**config.mk**
```make
export PLATFORM = sky130hd
export DESIGN_NAME = framed_pattern_tx
export DESIGN_NICKNAME = d
export VERILOG_FILES = /design/src/rtl/pattern_pkg.sv /design/src/rtl/piso_shift.sv /design/src/rtl/framed_pattern_tx.sv
export SDC_FILE = /design/constraint.sdc
export NUM_CORES = 1
export LEC_CHECK = 0
export ABC_AREA = 0
export ABC_CLOCK_PERIOD_IN_PS = 4200
export CORE_AREA = 2 2 47 60
export CTS_CLUSTER_SIZE = 20
export DETAILED_ROUTE_END_ITERATION = 12
export DIE_AREA = 0 0 49 62
export MAX_ROUTING_LAYER = met4
export PLACE_DENSITY = 0.86
export SLEW_MARGIN = 5
export SYNTH_ARGS = -nofsm -noshare
export SYNTH_HDL_FRONTEND = slang
export SYNTH_SLANG_ARGS = --single-unit
```
**constraint.sdc**
```tcl
create_clock -name clk -period 4.2 [get_ports clk]
set_input_delay 0.84 -clock clk [delete_from_list [all_inputs] [get_ports clk]]
set_output_delay 0.84 -clock clk [all_outputs]
set_load 0.005 [all_outputs]
```
**src/rtl/pattern_pkg.sv**
```systemverilog
// Framing constants and state encoding shared by the pattern transmitter
// and the receive-side 1010/1001 detectors.
package pattern_pkg;

    typedef enum logic [1:0] {
        IDLE = 2'd0,
        SYNC = 2'd1,
        DATA = 2'd2,
        EOM  = 2'd3
    } tx_state_e;

    localparam int              MARK_W    = 4;
    localparam logic [MARK_W-1:0] SYNC_MARK = 4'b1010;
    localparam logic [MARK_W-1:0] EOM_MARK  = 4'b1001;

    // Marker bits go out MSB-first, so position 0 is the leftmost bit.
    function automatic logic mark_bit(input logic [MARK_W-1:0] mark, input logic [1:0] idx);
        return mark[2'd3 - idx];
    endfunction

endpackage

```
**src/rtl/piso_shift.sv**
```systemverilog
// Parallel-in serial-out shift register: loads a word, shifts left on demand,
// and presents the current MSB.
module piso_shift
    import pattern_pkg::*;
#(
    parameter int WIDTH = 8
) (
    input  logic             clk,
    input  logic             rst,
    input  logic             load,
    input  logic             shift,
    input  logic [WIDTH-1:0] din,
    output logic             msb
);

    logic [WIDTH-1:0] data_q;
    logic [WIDTH-1:0] data_d;

    always_comb begin
        data_d = data_q;
        if (load) begin
            data_d = din;
        end else if (shift) begin
            data_d = data_q << 1;
        end
    end

    always_ff @(posedge clk or posedge rst) begin
        if (rst) begin
            data_q <= '0;
        end else begin
            data_q <= data_d;
        end
    end

    assign msb = data_q[WIDTH-1];

endmodule

```
**src/rtl/framed_pattern_tx.sv**
```systemverilog
// Serial frame transmitter: sync marker 1010, payload MSB-first, end marker 1001,
// one bit per clock, with back-to-back frames accepted on the last end-marker bit.
module framed_pattern_tx
    import pattern_pkg::*;
#(
    parameter int DATA_W = 8
) (
    input  logic              clk,
    input  logic              rst,
    input  logic [DATA_W-1:0] din,
    input  logic              din_valid,
    output logic              din_ready,
    output logic              sout,
    output logic              sout_valid,
    output logic              busy,
    output logic              frame_done,
    output logic [7:0]        frame_cnt
);

    localparam int CNT_SPAN = (DATA_W > MARK_W) ? DATA_W : MARK_W;
    localparam int BIDX_W   = $clog2(CNT_SPAN);
    localparam logic [BIDX_W-1:0] LAST_MARK = BIDX_W'(MARK_W - 1);
    localparam logic [BIDX_W-1:0] LAST_DATA = BIDX_W'(DATA_W - 1);

    tx_state_e         state_q, state_d;
    logic [BIDX_W-1:0] bit_idx_q, bit_idx_d;
    logic              sout_q, sout_d;
    logic              sout_valid_q, sout_valid_d;
    logic              frame_done_q, frame_done_d;
    logic [7:0]        frame_cnt_q, frame_cnt_d;

    logic accept;
    logic load;
    logic shift;
    logic shift_msb;

    piso_shift #(
        .WIDTH (DATA_W)
    ) u_piso (
        .clk   (clk),
        .rst   (rst),
        .load  (load),
        .shift (shift),
        .din   (din),
        .msb   (shift_msb)
    );

    assign din_ready = (state_q == IDLE) || ((state_q == EOM) && (bit_idx_q == LAST_MARK));
    assign accept    = din_valid && din_ready;

    always_comb begin
        state_d     = state_q;
        bit_idx_d   = bit_idx_q;
        frame_cnt_d = frame_cnt_q;
        load        = 1'b0;

        case (state_q)
            IDLE: begin
                if (accept) begin
                    state_d   = SYNC;
                    bit_idx_d = '0;
                    load      = 1'b1;
                end
            end
            SYNC: begin
                if (bit_idx_q == LAST_MARK) begin
                    state_d   = DATA;
                    bit_idx_d = '0;
                end else begin
                    bit_idx_d = bit_idx_q + 1'b1;
                end
            end
            DATA: begin
                if (bit_idx_q == LAST_DATA) begin
                    state_d   = EOM;
                    bit_idx_d = '0;
                end else begin
                    bit_idx_d = bit_idx_q + 1'b1;
                end
            end
            EOM: begin
                if (bit_idx_q == LAST_MARK) begin
                    frame_cnt_d = frame_cnt_q + 8'd1;
                    bit_idx_d   = '0;
                    if (accept) begin
                        state_d = SYNC;
                        load    = 1'b1;
                    end else begin
                        state_d = IDLE;
                    end
                end else begin
                    bit_idx_d = bit_idx_q + 1'b1;
                end
            end
            default: begin
                state_d   = IDLE;
                bit_idx_d = '0;
            end
        endcase

        // Outputs are registered from the next state, so the shifter steps on the
        // same edge that latches its MSB into sout.
        shift        = (state_d == DATA);
        sout_valid_d = (state_d != IDLE);
        frame_done_d = (state_d == EOM) && (bit_idx_d == LAST_MARK);

        case (state_d)
            SYNC:    sout_d = mark_bit(SYNC_MARK, bit_idx_d[1:0]);
            DATA:    sout_d = shift_msb;
            EOM:     sout_d = mark_bit(EOM_MARK, bit_idx_d[1:0]);
            default: sout_d = 1'b0;
        endcase
    end

    always_ff @(posedge clk or posedge rst) begin
        if (rst) begin
            state_q      <= IDLE;
            bit_idx_q    <= '0;
            sout_q       <= 1'b0;
            sout_valid_q <= 1'b0;
            frame_done_q <= 1'b0;
            frame_cnt_q  <= 8'd0;
        end else begin
            state_q      <= state_d;
            bit_idx_q    <= bit_idx_d;
            sout_q       <= sout_d;
            sout_valid_q <= sout_valid_d;
            frame_done_q <= frame_done_d;
            frame_cnt_q  <= frame_cnt_d;
        end
    end

    assign sout       = sout_q;
    assign sout_valid = sout_valid_q;
    assign busy       = (state_q != IDLE);
    assign frame_done = frame_done_q;
    assign frame_cnt  = frame_cnt_q;

endmodule
```
==> results of run 1 <==
-- cell type report --
type	instances	area [sq um]
Multi-Input combinational cell	79	613.1
Tap cell	34	42.54
Inverter	10	37.54
Sequential cell	24	600.6
Clock buffer	3	22.52
Fill cell	231	1002
Timing Repair Buffer	23	230.2
-- power by group through the flow --
stage	Clock (mW)	Combinational, mW	Sequential, mW
after detailed placement	0	0.430	0.355
after global routing	0.106	0.482	0.360
final	0.0932	0.426	0.349
after global placement	0	0.413	0.349
after floorplan	0	0.305	0.345
after CTS	0.0978	0.434	0.349
-- placed cells by master (no fill, tap or decap), drive strengths merged --
| cell type | n |
|---|---|
| dfrtp | 24 |
| clkdlybuf4s50 | 23 |
| ha | 11 |
| inv | 10 |
| a21oi | 9 |
| mux2i | 8 |
| nor2 | 8 |
| and3 | 5 |
| xnor2 | 4 |
| o21ai | 3 |
| a22o | 3 |
| nand2 | 3 |
| nand3 | 3 |
| xor2 | 3 |
| clkbuf | 3 |
| o21bai | 2 |
| nand2b | 2 |
| nor3 | 2 |
| mux2 | 2 |
| a21o | 1 |
| nand3b | 1 |
| a31oi | 1 |
| o211ai | 1 |
| a211o | 1 |
| a211oi | 1 |
| o22ai | 1 |
| or3 | 1 |
| a32o | 1 |
| and2 | 1 |
| or2 | 1 |
-- metrics by stage --
step	hold WS (ns)	cell area, sq um
finish	0.4975	1546
global route	0.5099	1546
CTS	0.5069	1546
detailed placement	0.4856	1524
global placement	0.4608	1524
floorplan	0.4683	1266
-- cells by family after synthesis --
kind of cell,synth area share [%]
AOI/OAI and AO/OA,13.83
xor gates and xnor gates,4.842
adders and majority gates,10.87
buffers and inverters,4.150
DFF,47.43
muxes,8.103
and+or+nand+nor,10.77
-- Yosys cell counts (all sizes together) --
| master | number | area (sq um) |
|---|---|---|
| dfrtp | 24 | 600.6 |
| xor2 | 3 | 26.28 |
| nand3b | 1 | 7.510 |
| a211o | 1 | 8.760 |
| a32o | 1 | 10.01 |
| clkbuf | 1 | 3.750 |
| o211ai | 1 | 7.510 |
| ha | 11 | 137.6 |
| o22ai | 1 | 6.260 |
| a211oi | 1 | 20.02 |
| or3 | 1 | 6.260 |
| a21oi | 9 | 45.04 |
| o21ai | 3 | 15.01 |
| a22o | 3 | 26.28 |
| mux2 | 2 | 22.52 |
| xnor2 | 4 | 35.03 |
| inv | 10 | 37.54 |
| buf | 1 | 11.26 |
| and3 | 5 | 31.28 |
| nand2b | 2 | 12.51 |
| nand2 | 3 | 11.26 |
| nor2 | 8 | 30.03 |
| a21o | 1 | 15.01 |
| nand3 | 3 | 15.01 |
| a31oi | 1 | 6.260 |
| or2 | 1 | 6.260 |
| and2 | 1 | 6.260 |
| o21bai | 2 | 15.01 |
| nor3 | 2 | 10.01 |
| mux2i | 8 | 80.08 |
-- flip-flops by register name, indices dropped and copies added (netlist names) --
register       count
u_piso.data_q      8
state_q            2
frame_done         1
sout_valid         1
sout               1
bit_idx_q          3
frame_cnt          8
-- worst max-delay path, stage by stage (launching register included) --
cell             delay (ns)
dfrtp_1                0.41
ha_1                   0.24
ha_1                   0.29
a21o_4                 0.26
clkdlybuf4s50_1        0.45
-- routing by layer --
metal / track usage (%) / vias to the layer above / routed length [microns]
li1: - / 444 / -
met1: 19.10 / 410 / 957
met2: 27.40 / 13 / 1081
met3: 2.871 / 2 / 52
met4: 6.122 / 0 / 19
met5: - / - / 0
-- worst max-delay path by stage --
stage	from	end	slack, ns	cells after the start
after floorplan	bit_idx_q[0]	u_piso.data_q[1]	1.89	7
after global placement	din_valid	u_piso.data_q[1]	1.55	6
after detailed placement	din_valid	u_piso.data_q[1]	1.48	6
after CTS	bit_idx_q[0]	din_ready	1.40	4
after global routing	bit_idx_q[0]	din_ready	1.31	4
final	bit_idx_q[0]	din_ready	1.43	4
==> flow_summary.toml, run 1 <==
[placement]
io_buffers = 23
dp_worst_setup_slack_ns = 1.480
place.gp.congestion = 0.8688
hpwlAfterDp_microns = 1652
dp_cells = 170

[clock_tree]
cts_made_buffers = 3
cts_resized = 0
clk_pin_slew_worst_paths_ns = 0.12
post-cts-setup-buffer-count = 0
root_buffer = "clkbuf_4"
cts-htree-levels = 1
cts.sinks = 24
ctsLongestPathBuffers = 2
clock_latency_ns = 0.30
hold_buffers = 0
tritoncts = "yes"

[synthesis]
syn_area_per_cell_sq_um = 11.01
yosys_warnings = 0
synthDistinctLibCells = 30
synth_nets = 137
synth_cells = 115
ys_seq_area_share_pct = 47.43
ys_seq_elements = 24
synth_area_sq_um = 1266

[floorplanning]
die_x_microns = 49
core_area_sq_um = 2549
start_util_pct = 49.68
dieArea_sq_um = 3038
io_pins = 24
rows = 21
die_h_microns = 62

[critical_path]
reg2reg_to = "u_piso.data_q[1]"
crit_path_max_fanout = 8
crit_type = "flop to output pin"
critPathLaunchType = "flop"
cp.required_ns = 3.36
cp-end-kind = "output pin"
reg2reg_depth = 7
cp.arrival_ns = 1.93
worstReg2RegStart = "bit_idx_q[0]"
reg2reg_slack_ns = 1.67

[global_route]
grt_max_degree = 25
overflow = 0
grt_pass1_vias = 841
grtUsageTotal_pct = 15.95
grt_pass1_wl_microns = 3588
antenna_found_initial = 0

[sta]
worstMarginPinSlew_ns = 0.8668
final.min_clock_period_ns = 2.773
fin_skew_ns = 0.006061
setup_ws_ns = 1.427
setup_tns_ns = 0
final.period_utilization_pct = 66.01
hold_viol = 0
max_slew_margin_pct = 42.15
rsz0062_at_grt = "no"
fmax_ghz = 0.3607
setup-violations-final = 0
slew_violations = 0

[layout]
drive_gt1_share_pct = 5.755
final_cells = 173
areaGrowthSynthToFinish_pct = 22.13
num_antenna_cells = 0
utilization_pct = 60.68
nets = 163

[power]
clock_power_share_pct = 10.7
cellPowerDensity_nw_per_um2 = 561.7
pwr-share-comb_pct = 49.1
p_int_mw = 0.5540
swShare_pct = 36.22
total_power_mw = 0.8686
ir_worst_vdd_mv = 0.2583
leakagePower_nw = 0.7016
p_switching_mw = 0.3146
seq_power_share_pct = 40.2

[route]
drt-initial-drc-count = 4
drc = 0
num_vias = 869
viasPerCell = 5.023
wl_per_cell_microns = 12.20
ant_nets = 0
drt-total-wl_microns = 2111
drt_pre_antenna_iters = 4

[worst_hold_path]
hold_start = "frame_cnt[7]"
hold_path_depth = 1
hold_path_end = "frame_cnt[7]"
hp-class = "flop to flop"

[job]
cap_viol_max_count = 0

[status]
outcome = "complete, no violations"
Power figures use the tool's default switching activity.
==> inputs of run 2 (changes only) <==
ABC_CLOCK_PERIOD_IN_PS = 2400   (was 4200)
CORE_AREA = 2 2 50 64   (was 2 2 47 60)
DIE_AREA = 0 0 52 66   (was 0 0 49 62)
PLACE_DENSITY = 0.8   (was 0.86)
clock period = 2.4 ns   (was 4.2 ns; I/O delays follow)
==> flow_summary.toml, run 2 (synthesis results as in run 1) <==
[sta]
setup-violations-final = 0
setup_tns_ns = 0
hold_ws_ns = 0.4809
final.period_utilization_pct = 96.79
hold_viol = 0
fin_skew_ns = 0.01059
max_slew_margin_pct = 63.47
worstMarginPinSlew_ns = 0.5462
final.min_clock_period_ns = 2.323
fmax_ghz = 0.4305
slew_violations = 0
rsz0062_at_grt = "no"

[clock_tree]
cts_resized = 0
root_buffer = "clkbuf_4"
hold_buffers = 0
ctsLongestPathBuffers = 2
cts-htree-levels = 1
clock_latency_ns = 0.31
tritoncts = "yes"
post-cts-setup-buffer-count = 0
cts_made_buffers = 3
clk_pin_slew_worst_paths_ns = 0.13
cts.sinks = 24

[route]
num_vias = 917
ant_nets = 0
wl_per_cell_microns = 11.92
drt-total-wl_microns = 2158
viasPerCell = 5.066
drc = 0
drt_pre_antenna_iters = 4
drt-initial-drc-count = 25

[floorplanning]
dieArea_sq_um = 3432
start_util_pct = 44.66
io_pins = 24
core_area_sq_um = 2835
die_x_microns = 52
die_h_microns = 66
rows = 22

[critical_path]
crit_path_max_fanout = 5
critPathLaunchType = "flop"
crit_buf_inv = 1
slowest_delay_ns = 0.47
worst_path_dominant_cell_family = "buffers and inverters"
cp.arrival_ns = 1.84
path_common_cell = "ha_1"
crit_type = "flop to output pin"
cp-end-kind = "output pin"
cp.required_ns = 1.92
cp_cell_sequence = "ha_1, ha_1, a21o_4, clkdlybuf4s50_1"
worst_path_max_delay_cell = "clkdlybuf4s50_1"

[global_route]
grt_busiest_layer = "met2"
overflow = 0
grt_util_met1_pct = 17.77
grt_use_met2_pct = 27.37
grt_use_met3_pct = 2.262
grt_max_degree = 25
antenna_found_initial = 0
grtUsageTotal_pct = 15.74
grt_pass1_wl_microns = 4008
grt_pass1_vias = 943

[power]
ir_worst_vdd_mv = 0.8622
total_power_mw = 1.666
leakagePower_nw = 0.7419
cellPowerDensity_nw_per_um2 = 1030

[layout]
utilization_pct = 57.02
drive_gt1_share_pct = 9.655
final_common_cell = "dfrtp_1"
nets = 168
layout_common_cells = "24 x dfrtp_1, 23 x clkdlybuf4s50_1, 11 x ha_1"
num_antenna_cells = 0
areaGrowthSynthToFinish_pct = 27.67

[placement]
hpwlAfterDp_microns = 1739
place.gp.congestion = 0.8627
io_buffers = 23

[worst_hold_path]
hp-class = "flop to flop"

[job]
cap_viol_max_count = 0

[status]
outcome = "complete, no violations"
==> run 2: cell count changes in the layout (fill, tap and decap cells not counted), sizes merged <==
cell	change
bufinv	+1
buf	+5
==> run 2: report_power, final <==
part	total, mW	switching (mW)	internal, mW
clock	0.285	0.116	0.169
sequential	0.606	0.0717	0.534
combinational	0.775	0.377	0.398
total	1.67	0.565	1.10
==> run 2: path summary, 6_finish.rpt <==
kind / start / depth (start not counted) / endpoint / slack, ns
worst max-delay path: bit_idx_q[0] / 4 / din_ready / 0.08
worst min-delay path: frame_cnt[7] / 1 / frame_cnt[7] / 0.48
worst max register to register: bit_idx_q[0] / 8 / u_piso.data_q[6] / 0.13
worst min register to register: frame_cnt[7] / 1 / frame_cnt[7] / 0.48
max in group asynchronous: rst / 3 / bit_idx_q[0] / 1.66
min in group asynchronous: rst / 3 / frame_cnt[0] / 0.50
==> run 2: per-stage QoR <==
step | cells | area, sq um | setup WS, ns
floorplan | 115 | 1266 | 0.08718
global placement | 176 | 1556 | 0.1739
detailed placement | 176 | 1556 | 0.1216
CTS | 180 | 1609 | 0.04496
global route | 181 | 1617 | 0.003979
finish | 181 | 1617 | 0.07708
==> run 2: worst reg2reg max path: stages (launching register included) <==
cell	delay, ns
dfrtp_1	0.41
ha_1	0.23
ha_1	0.22
a21o_4	0.22
a211o_1	0.33
a211oi_4	0.23
buf_4	0.21
mux2i_1	0.21
a21oi_1	0.08
==> run 2: layout make-up <==
| type | count | area, sq um |
|---|---|---|
| fillers | 249 | 1219 |
| clock buffers | 3 | 22.52 |
| multi-input cells | 79 | 613.1 |
| repair buffers | 28 | 267.8 |
| well taps | 36 | 45.04 |
| flip-flops and latches | 24 | 600.6 |
| clock inverters | 1 | 30.03 |
| inverters | 10 | 37.54 |
==> run 2: routing by layer <==
layer | part of all wire (%) | vias to the layer above | routed length, microns
met4 | 0.97 | 0 | 21
met5 | 0 | - | 0
li1 | - | 459 | -
met1 | 43 | 443 | 931
met2 | 53 | 13 | 1142
met3 | 2.9 | 2 | 62
==> inputs of run 3 (changes only) <==
CORE_AREA = 2 2 51 65   (was 2 2 50 64)
DIE_AREA = 0 0 53 67   (was 0 0 52 66)
PLACE_DENSITY = 0.78   (was 0.8)
==> flow_summary.toml, run 3 (synthesis results as in run 1) <==
[worst_hold_path]
hold_start = "frame_cnt[2]"
hp-class = "flop to flop"

[clock_tree]
cts-htree-levels = 1
clock_latency_ns = 0.30
tritoncts = "yes"
post-cts-setup-buffer-count = 0
clk_pin_slew_worst_paths_ns = 0.12
cts.sinks = 24
hold_buffers = 0
cts_resized = 0
ctsLongestPathBuffers = 2
root_buffer = "clkbuf_4"
cts_made_buffers = 3

[floorplanning]
dieArea_sq_um = 3551
start_util_pct = 43.81
rows = 22
die_h_microns = 67
core_area_sq_um = 2890
io_pins = 24
die_x_microns = 53

[route]
wl_per_cell_microns = 12.91
drt_pre_antenna_iters = 3
num_vias = 913
ant_nets = 0
viasPerCell = 5.044
drt-total-wl_microns = 2336
drt-initial-drc-count = 23
drc = 0

[sta]
setup-violations-final = 0
final.min_clock_period_ns = 2.291
max_slew_margin_pct = 63.00
final.period_utilization_pct = 95.47
rsz0062_at_grt = "no"
setup_ws_ns = 0.1087
slew_violations = 0
fin_skew_ns = 0.01005
fmax_ghz = 0.4364
hold_viol = 0
setup_tns_ns = 0
worstMarginPinSlew_ns = 0.5534

[global_route]
grt_pass1_wl_microns = 3981
overflow = 0
grtUsageTotal_pct = 15.44
grt_util_met1_pct = 18.44
grt_max_degree = 25
grt_use_met2_pct = 26.88
grt_use_met3_pct = 2.018
antenna_found_initial = 0
grt_busiest_layer = "met2"
grt_pass1_vias = 934

[layout]
num_antenna_cells = 0
nets = 169
areaGrowthSynthToFinish_pct = 25.99
nFillCells = 255
layout_common_cells = "24 x dfrtp_1, 23 x clkdlybuf4s50_1, 11 x ha_1"
final_common_cell = "dfrtp_1"
drive_gt1_share_pct = 9.655

[power]
seq_power_share_pct = 39.1
leakagePower_nw = 0.7342
ir_worst_vdd_mv = 0.6717
p_int_mw = 0.9942
pwr-share-comb_pct = 50.4
clock_power_share_pct = 10.5
swShare_pct = 36.31
p_switching_mw = 0.5669
cellPowerDensity_nw_per_um2 = 978.6

[critical_path]
cp.arrival_ns = 1.81
cp.required_ns = 1.92
crit_path_max_fanout = 5
crit_start = "bit_idx_q[0]"
path_common_cell = "ha_1"
slowest_delay_ns = 0.45
cp-end-kind = "output pin"
worst_path_max_delay_cell = "clkdlybuf4s50_1"
worstReg2RegStart = "bit_idx_q[0]"
critPathLaunchType = "flop"
cp_cell_sequence = "ha_1, ha_1, a21o_4, clkdlybuf4s50_1"
crit_type = "flop to output pin"

[placement]
dp_worst_setup_slack_ns = 0.1060
hpwlAfterDp_microns = 1880
io_buffers = 23
place.gp.congestion = 0.9404

[status]
outcome = "complete, no violations"

[job]
cap_viol_max_count = 0
run 3: cell count changes in the layout (fill, tap and decap cells not counted), sizes merged:
| cell | before | now |
|---|---|---|
| buf | 5 | 6 |
| bufinv | 1 | 0 |
run 3: worst max-delay path: cells and delay by family, from the launching register on:
| family | cells | cell delay, ns |
|---|---|---|
| AOI/OAI and AO/OA | 1 | 0.22 |
| DFF | 1 | 0.41 |
| buffers and inverters | 1 | 0.45 |
| adders and majority gates | 2 | 0.45 |
run 3: metal layers:
metal  up-vias  wire, microns
met2        14           1257
met3         4             45
met4         0             27
met1       432           1005
li1        463              -
met5         -              0
run 3: worst paths after layout:
path / endpoint / slack [ns] / depth (start not counted)
min in group asynchronous: frame_cnt[7] / 0.51 / 3
hold / removal: frame_cnt[2] / 0.50 / 1
setup reg to reg: u_piso.data_q[5] / 0.12 / 8
max in group asynchronous: state_q[1] / 1.65 / 3
setup / recovery: din_ready / 0.11 / 4
hold reg to reg: frame_cnt[2] / 0.50 / 1
run 3: power groups by stage:
stage | registers, mW | logic (mW) | clock network [mW]
after global placement | 0.614 | 0.755 | 0
final | 0.610 | 0.787 | 0.164
after detailed placement | 0.618 | 0.781 | 0
after CTS | 0.610 | 0.787 | 0.174
after floorplan | 0.604 | 0.534 | 0
after global routing | 0.630 | 0.879 | 0.189
run 3: metrics by stage:
step           power, mW  util, %  hold slack (ns)  std cells  area (sq um)
6_report           1.561    55.19           0.5043        181          1595
5_1_grt            1.697    55.19           0.5383        181          1595
4_1_cts            1.571    54.89           0.5070        180          1587
3_5_place_dp       1.399    54.11           0.4902        177          1564
3_3_place_gp       1.368    54.11           0.4592        177          1564
2_1_floorplan      1.138        -           0.4683        115          1266
run 3: cell type report:
class                   instances  area [sq um]  area share (%)
multi-input cells              79         613.1           38.43
flip-flops and latches         24         600.6           37.65
repair buffers                 29         276.5           17.33
well taps                      36         45.04           2.824
inverters                      10         37.54           2.353
clock buffers                   3         22.52           1.412
